## config.mk

```make
export PLATFORM = sky130hd
export DESIGN_NAME = pipelined_control_unit
export DESIGN_NICKNAME = d
export VERILOG_FILES = /design/src/rtl/pipelined_control_unit.sv
export SDC_FILE = /design/constraint.sdc
export NUM_CORES = 1
export LEC_CHECK = 0
export ABC_AREA = 1
export ABC_CLOCK_PERIOD_IN_PS = 1700
export BUFFER_PORTS_ARGS = -buffer_cell sky130_fd_sc_hd__clkbuf_2
export CORE_MARGIN = 5
export CORE_UTILIZATION = 48
export DETAILED_ROUTE_END_ITERATION = 12
export MAX_ROUTING_LAYER = met4
export PLACE_DENSITY = 0.89
export SYNTH_ARGS = -nofsm -noshare
export SYNTH_HDL_FRONTEND = slang
export SYNTH_SLANG_ARGS = --single-unit
```

## constraint.sdc

```tcl
create_clock -name clk -period 1.7 [get_ports clk]
set_clock_uncertainty 0.2 [all_clocks]
set_input_delay 0.085 -clock clk [delete_from_list [all_inputs] [get_ports clk]]
set_output_delay 0.085 -clock clk [all_outputs]
set_load 0.1 [all_outputs]
```

## src/rtl/pipelined_control_unit.sv

```systemverilog
// Decode-to-EX control unit: one-cycle registered control word with load-use and multicycle M-op stalls.
// Backpressure: inReady drops for load-use hazards, flush and MULDIV_WAIT; bubbles are registered meanwhile.
module pipelined_control_unit #(
    parameter int REG_ADDR_W     = 5,
    parameter int MULDIV_LATENCY = 4,
    parameter bit ENABLE_M       = 1'b1
) (
    input  logic                  clk,
    input  logic                  resetN,
    input  logic                  flush,
    input  logic                  inValid,
    output logic                  inReady,
    input  logic [6:0]            opcode,
    input  logic [6:0]            funct7,
    input  logic [REG_ADDR_W-1:0] rd,
    input  logic [REG_ADDR_W-1:0] rs1,
    input  logic [REG_ADDR_W-1:0] rs2,
    output logic                  outValid,
    output logic                  pcUpdate,
    output logic                  memoryReadEnable,
    output logic                  memoryWriteEnable,
    output logic                  registerWriteEnable,
    output logic                  pcAdderSrc,
    output logic                  writeBackFromAluOrMemory,
    output logic [1:0]            aluSrc1,
    output logic [1:0]            aluSrc2,
    output logic [2:0]            aluOperation,
    output logic                  mulDivEnable,
    output logic                  illegal,
    output logic [REG_ADDR_W-1:0] outRd,
    output logic                  busy
);
    typedef enum logic {RUN, MULDIV_WAIT} state_t;

    typedef struct packed {
        logic       pcUpdate;
        logic       memRd;
        logic       memWr;
        logic       regWr;
        logic       pcAdderSrc;
        logic       wbMem;
        logic [1:0] aluSrc1;
        logic [1:0] aluSrc2;
        logic [2:0] aluOp;
        logic       mulDiv;
        logic       illegal;
    } ctrlWord_t;

    localparam logic [6:0] OP_R      = 7'b0110011;
    localparam logic [6:0] OP_I      = 7'b0010011;
    localparam logic [6:0] OP_LOAD   = 7'b0000011;
    localparam logic [6:0] OP_STORE  = 7'b0100011;
    localparam logic [6:0] OP_BRANCH = 7'b1100011;
    localparam logic [6:0] OP_JAL    = 7'b1101111;
    localparam logic [6:0] OP_JALR   = 7'b1100111;
    localparam logic [6:0] OP_LUI    = 7'b0110111;
    localparam logic [6:0] OP_AUIPC  = 7'b0010111;
    localparam logic [6:0] F7_MULDIV = 7'b0000001;
    localparam logic [3:0] WAIT_LOAD = 4'(MULDIV_LATENCY - 1);

    state_t                state;
    logic [3:0]            waitCnt;
    ctrlWord_t             word;
    ctrlWord_t             dec;
    logic                  loadUse;
    logic                  accept;

    always_comb begin
        dec = '0;
        case (opcode)
            OP_R: begin
                dec.regWr  = 1'b1;
                dec.aluOp  = 3'b010;
                dec.mulDiv = ENABLE_M && (funct7 == F7_MULDIV);
            end
            OP_I: begin
                dec.regWr   = 1'b1;
                dec.aluSrc2 = 2'b01;
                dec.aluOp   = 3'b011;
            end
            OP_LOAD: begin
                dec.regWr   = 1'b1;
                dec.memRd   = 1'b1;
                dec.wbMem   = 1'b1;
                dec.aluSrc2 = 2'b01;
            end
            OP_STORE: begin
                dec.memWr   = 1'b1;
                dec.aluSrc2 = 2'b01;
            end
            OP_BRANCH: begin
                dec.pcUpdate = 1'b1;
                dec.aluOp    = 3'b001;
            end
            OP_JAL: begin
                dec.pcUpdate = 1'b1;
                dec.regWr    = 1'b1;
                dec.aluSrc1  = 2'b01;
                dec.aluSrc2  = 2'b10;
                dec.aluOp    = 3'b100;
            end
            OP_JALR: begin
                dec.pcUpdate   = 1'b1;
                dec.regWr      = 1'b1;
                dec.aluSrc1    = 2'b01;
                dec.aluSrc2    = 2'b10;
                dec.aluOp      = 3'b101;
                dec.pcAdderSrc = 1'b1;
            end
            OP_LUI: begin
                dec.regWr   = 1'b1;
                dec.aluSrc1 = 2'b10;
                dec.aluSrc2 = 2'b01;
                dec.aluOp   = 3'b110;
            end
            OP_AUIPC: begin
                dec.regWr   = 1'b1;
                dec.aluSrc1 = 2'b01;
                dec.aluSrc2 = 2'b01;
                dec.aluOp   = 3'b111;
            end
            default: dec.illegal = 1'b1;
        endcase
    end

    // Hazard is judged against the word currently held in EX, i.e. the register outputs.
    assign loadUse = outValid && word.memRd && (outRd != '0) && inValid &&
                     ((outRd == rs1) || (outRd == rs2));
    assign inReady = (state == RUN) && !loadUse && !flush;
    assign accept  = inValid && inReady;

    always_ff @(posedge clk or negedge resetN) begin
        if (!resetN) begin
            state    <= RUN;
            waitCnt  <= '0;
            word     <= '0;
            outValid <= 1'b0;
            outRd    <= '0;
        end else if (flush) begin
            state    <= RUN;
            waitCnt  <= '0;
            word     <= '0;
            outValid <= 1'b0;
            outRd    <= '0;
        end else begin
            if (accept) begin
                word     <= dec;
                outValid <= 1'b1;
                outRd    <= rd;
                if (dec.mulDiv && (MULDIV_LATENCY > 1)) begin
                    state   <= MULDIV_WAIT;
                    waitCnt <= WAIT_LOAD;
                end
            end else begin
                word     <= '0;
                outValid <= 1'b0;
                outRd    <= '0;
            end
            // Leave the wait on the same edge the counter lands on zero.
            if (state == MULDIV_WAIT) begin
                waitCnt <= waitCnt - 4'd1;
                if (waitCnt <= 4'd1) begin
                    state <= RUN;
                end
            end
        end
    end

    assign pcUpdate                 = word.pcUpdate;
    assign memoryReadEnable         = word.memRd;
    assign memoryWriteEnable        = word.memWr;
    assign registerWriteEnable      = word.regWr;
    assign pcAdderSrc               = word.pcAdderSrc;
    assign writeBackFromAluOrMemory = word.wbMem;
    assign aluSrc1                  = word.aluSrc1;
    assign aluSrc2                  = word.aluSrc2;
    assign aluOperation             = word.aluOp;
    assign mulDivEnable             = word.mulDiv;
    assign illegal                  = word.illegal;
    assign busy                     = (state == MULDIV_WAIT);

endmodule

```

Word level (Yosys, flattened, before mapping) --
Cells that the tools add are included.
Operators by class: bitwise gates (word level) 1, order comparisons 1, muxes and demuxes 25, equality and inequality tests 12, reduce and logical (&&, ||, !) cells 20, add/subtract/negate cells 1
Operators by type and width (number):
- $mux W15 | 2
- $eq A7 B6 Y1 const B | 3
- $eq A7 B7 Y1 const B | 3
- $pmux W3 S7 | 1
- $mux W4 | 4
- $eq A7 B5 Y1 const B | 2
- $mux W1 | 14
- $eq A5 B5 Y1 | 2
- $mux W5 | 2
- $reduce_or A9 Y1 | 1
- $pmux W2 S2 | 2
- $eq A7 B1 Y1 const B | 1
- $eq A7 B2 Y1 const B | 1
- $logic_and A1 B1 Y1 | 7
- $reduce_or A7 Y1 | 1
- $reduce_bool A3 Y1 | 2
- $reduce_or A3 Y1 | 2
- $reduce_bool A5 Y1 | 1
- $reduce_or A5 Y1 | 1
- $le A4 B1 Y1 const B | 1
- $sub A4 B1 Y4 const B | 1
- $logic_not A1 Y1 | 2
- $reduce_and A2 Y1 | 1
- $reduce_or A2 Y1 | 1
- 2 further kinds | 2
Word-level totals: output and inout port bits 23, bits in registers 26, logic and storage cells 75, bits of input ports 33

Longest topological paths before layout --
word-level depth 12, gate-level depth with buffers 11, gate-level depth less buffers 11

Worst setup path before layout --
OpenSTA, ideal clock, no wires.
path kind reg-to-output, start point reg outRd[0], end point out inReady, arrival 2.102 ns, required time 1.415 ns, buffers on the path 0, path slack -0.687 ns, stages on the path, launching flop included 9, cells stage by stage dfrtp_1 > nor2_1 > nor2_1 > nor2_1 > nand3_1 > nand2_2 > nand2_4 > nand2_1 > inv_1
On the way: cells in the longest elaborated chain, start to end 7, elaborated cells on any way between the ends 10, classes of those cells eq/ne (2); reduce/logical (8)
RTL lines:
- start, declared | line 30 | output logic [REG_ADDR_W-1:0] outRd,
- start signal, assigned | line 149 | outRd <= rd;
- $reduce_bool A5 Y1 | line 127 | assign loadUse = outValid && word.memRd && (outRd != '0) && inValid &&
- $logic_and A1 B1 Y1 (2 in series) | line 127
- $logic_and A1 B1 Y1 * | line 127
- $logic_not A1 Y1 * | line 129 | assign inReady = (state == RUN) && !loadUse && !flush;
- $logic_and A1 B1 Y1 * (2 in series) | line 129
- end, declared | line 12 | output logic inReady,
Mark *: on every way between the ends. The rest lies on a longest branch, timed or not.

Worst setup path in the final report --
start point reg outRd[3], end point out inReady
The elaborated chain is that of the path after synthesis.

==> flow_summary.toml <==
[route]
route.detailed.drc = 0
dr_wl_met3_um = 242
wl_met2_um = 2110
num_vias = 1542
wl_per_cell_um = 12.8
routed_wl_um = 3950
drt_iter0_drc = 86
ant_nets = 0
top_layer = "met4"
route.layer.met1.wl_um = 1490
first_pass_iters = 5
viasPerCell = 5.01

[global_route]
grt_pass1_vias = 1622
grt_max_degree = 26
overflow = 0
grt_usage_pct = 21.4
grt_pass1_wl_um = 6780
antenna_found_initial = 0

[place]
dp_hpwl_um = 2770
placed_cell_area_mm2 = 0.00180
place.gp.congestion = 0.917
dp.cells = 275
dp_slack_ns = -0.0128
portBuffers = 55

[sta]
tns_ns = -3.76
min_period_over_period_pct = 114
relSlewSlack_pct = 59.2
rsz0062_at_grt = "true"
worst_pin_slew_ns = 0.613
hold_violations = 0
finalSetupViolations = 26
fmax_ghz = 0.514
fin_crit_ns = 1.94
finalWorstSetupSlack_ns = -0.244
drv_slew = 0

[setup_path]
cp-start-kind = "register"
r2r-start = "outRd[0]"
rr_worst_depth = 11
worst-r2r-setup-slack_ns = -0.23
end_kind = "output pin"
worstPathRequired_ns = 1.41
worstSetupEndpoint = "inReady"
critPathLaunch = "outRd[3]"
timing.rr.end = "waitCnt[0]"
cp.arrival_ns = 1.66
worst-setup-path-type = "reg -> out"
cp_max_fo = 4

[power]
ir_drop_mv = 0.484
finalPower_mw = 1.34
power.density_mw_per_mm2 = 615
p_leak_nw = 1.17

[synth]
synth-edff-count = 0
mappedNetlistArea_mm2 = 0.00142
yosysMostFrequentCell = "nand2_1"
syn_nets = 225
synthDistinctLibCells = 27
synth-warning-count = 0
synth_top_cells_by_area = "dfrtp_1, nand2_1, inv_1, nor2_1, nor2_2"
yosysSeqAreaShare_pct = 43.9
synthTopCellsByCount = "nand2_1, inv_1, nor2_1"
synthArstFlopShare_pct = 100
synth_area_per_cell_um2 = 7.49
ys.flop_type = "dfrtp_1"
yosys.area.top_type_share_pct = 43.9
synth_top_area_cell = "dfrtp_1"
synthCells = 190
synth_seq_cells = 25

[job]
cap_violations = 0

[floorplan]
initial_core_util_pct = 50.8
num_rows = 19
die_h_um = 64.5
die_width_um = 64.5
die_area_mm2 = 0.00416
core-area_mm2 = 0.00281
num_io_pins = 56

[outcome]
outcome = "finished, violations left"
violations = "negative setup slack"

[worst_hold_path]
hold_class = "in -> async"

[cts]
htree_levels = 1
cts_buffers = 3
clk_pin_slew_ns = 0.15
root_buffer = "clkbuf_4"
clk_latency_ns = 0.34
cts_num_sinks = 25
clock_path_buffers = 2
cts_tree = "built"

[finish]
num_antenna_cells = 0
layout-drive-gt1-share_pct = 38.6
fin_nets = 313
layout.cells.non_filler = 308
area_growth_pct = 52.6
fin_area_mm2 = 0.00217
cell usage in the layout (no fill, tap or decap), types with 2 or more instances in the layout:
master | synthesis | final
nand2_2 | 1 | 4
inv_1 | 34 | 29
inv_2 | 1 | 5
xnor2_1 | 2 | 2
nand4_1 | 5 | 5
dfrtp_4 | 0 | 5
a21oi_1 | 9 | 8
clkinvlp_4 | 0 | 2
nor2_2 | 9 | 12
nand2_4 | 1 | 2
nor2_4 | 1 | 2
ha_1 | 2 | 2
dfrtp_1 | 25 | 17
dfrtp_2 | 0 | 3
nor2_1 | 26 | 22
clkbuf_2 | 0 | 54
nand3_1 | 10 | 9
clkbuf_4 | 0 | 3
and2_1 | 2 | 2
buf_4 | 1 | 4
buf_12 | 0 | 3
nand3b_1 | 2 | 2
nor4_1 | 4 | 4
nand2_1 | 43 | 39
a31oi_2 | 1 | 2
dlygate4sd3_1 | 0 | 23
nor3_2 | 0 | 2
flip-flops by register name, summed over array words and instances, names as in the netlist:
name and cells:
mulDivEnable 1, aluSrc2 2, outRd 5, busy 1, pcUpdate 1, memoryReadEnable 1
memoryWriteEnable 1, aluOperation 3, outValid 1, pcAdderSrc 1, waitCnt 4, aluSrc1 2
registerWriteEnable 1, illegal 1
what timing repair did:
item,4_1_cts,5_1_grt
pin swaps,1,2
setup buffers,4,1
hold buffers,23,0
gates cloned,1,0
gates resized for setup,3,7
endpoints found under the setup margin,5,26
hold endpoints to repair,45,0
worst min-delay path by stage:
stage / from / to / slack (ns) / cells past startpoint
finish: resetN / memoryReadEnable / 0.06 / 2
global route: resetN / memoryReadEnable / 0.15 / 2
CTS: resetN / outRd[3] / 0.09 / 2
detailed placement: resetN / waitCnt[2] / -0.08 / 1
global placement: resetN / waitCnt[2] / -0.09 / 1
floorplan: resetN / aluOperation[0] / -0.41 / 0
worst max-delay path, cell delays in order (launching register included):
cell	delay (ns)
dfrtp_4	0.53
nand2_2	0.06
nand2_1	0.05
nor2_1	0.11
nand3_1	0.10
nand2_2	0.09
nand2_4	0.06
nand2_4	0.06
clkinvlp_4	0.09
buf_12	0.17
logic make-up (layout without fill, tap and decap cells):
group,Yosys count,count (layout),synth area share [%]
adder cells (fa/ha/maj),2,2,1.76
AND/OR/NAND/NOR,110,110,36.7
flip-flops,25,25,43.9
buffers and inverters,37,124,10.5
XOR/XNOR,3,3,1.85
AO/OA/AOI/OAI,13,13,5.18
per-layer routing:
layer,up-vias,track usage [%]
met5,-,-
met4,0,11.3
met2,53,38.9
met1,708,21.8
met3,11,3.63
li1,770,-
through the flow:
stage | util (%) | hold slack [ns]
after global routing | 77.5 | 0.148
after global placement | 64.3 | -0.0852
after floorplan | - | -0.411
after CTS | 75.9 | 0.0885
final | 77.5 | 0.0645
after detailed placement | 64.3 | -0.0794
where the power goes:
group	internal (mW)	switching, mW	leakage (nW)
Sequential	0.619	0.0242	0.328
Combinational	0.159	0.255	0.827
Clock	0.0902	0.190	0.0139
final cells by class:
| type | count | area (um2) |
|---|---|---|
| Timing Repair Buffer | 85 | 618 |
| Tap cell | 31 | 38.8 |
| Clock inverter | 1 | 7.51 |
| Clock buffer | 3 | 22.5 |
| Inverter | 35 | 135 |
| Sequential cell | 25 | 648 |
| Multi-Input combinational cell | 128 | 703 |
| Fill cell | 200 | 632 |
Power figures use the tool's default switching activity.
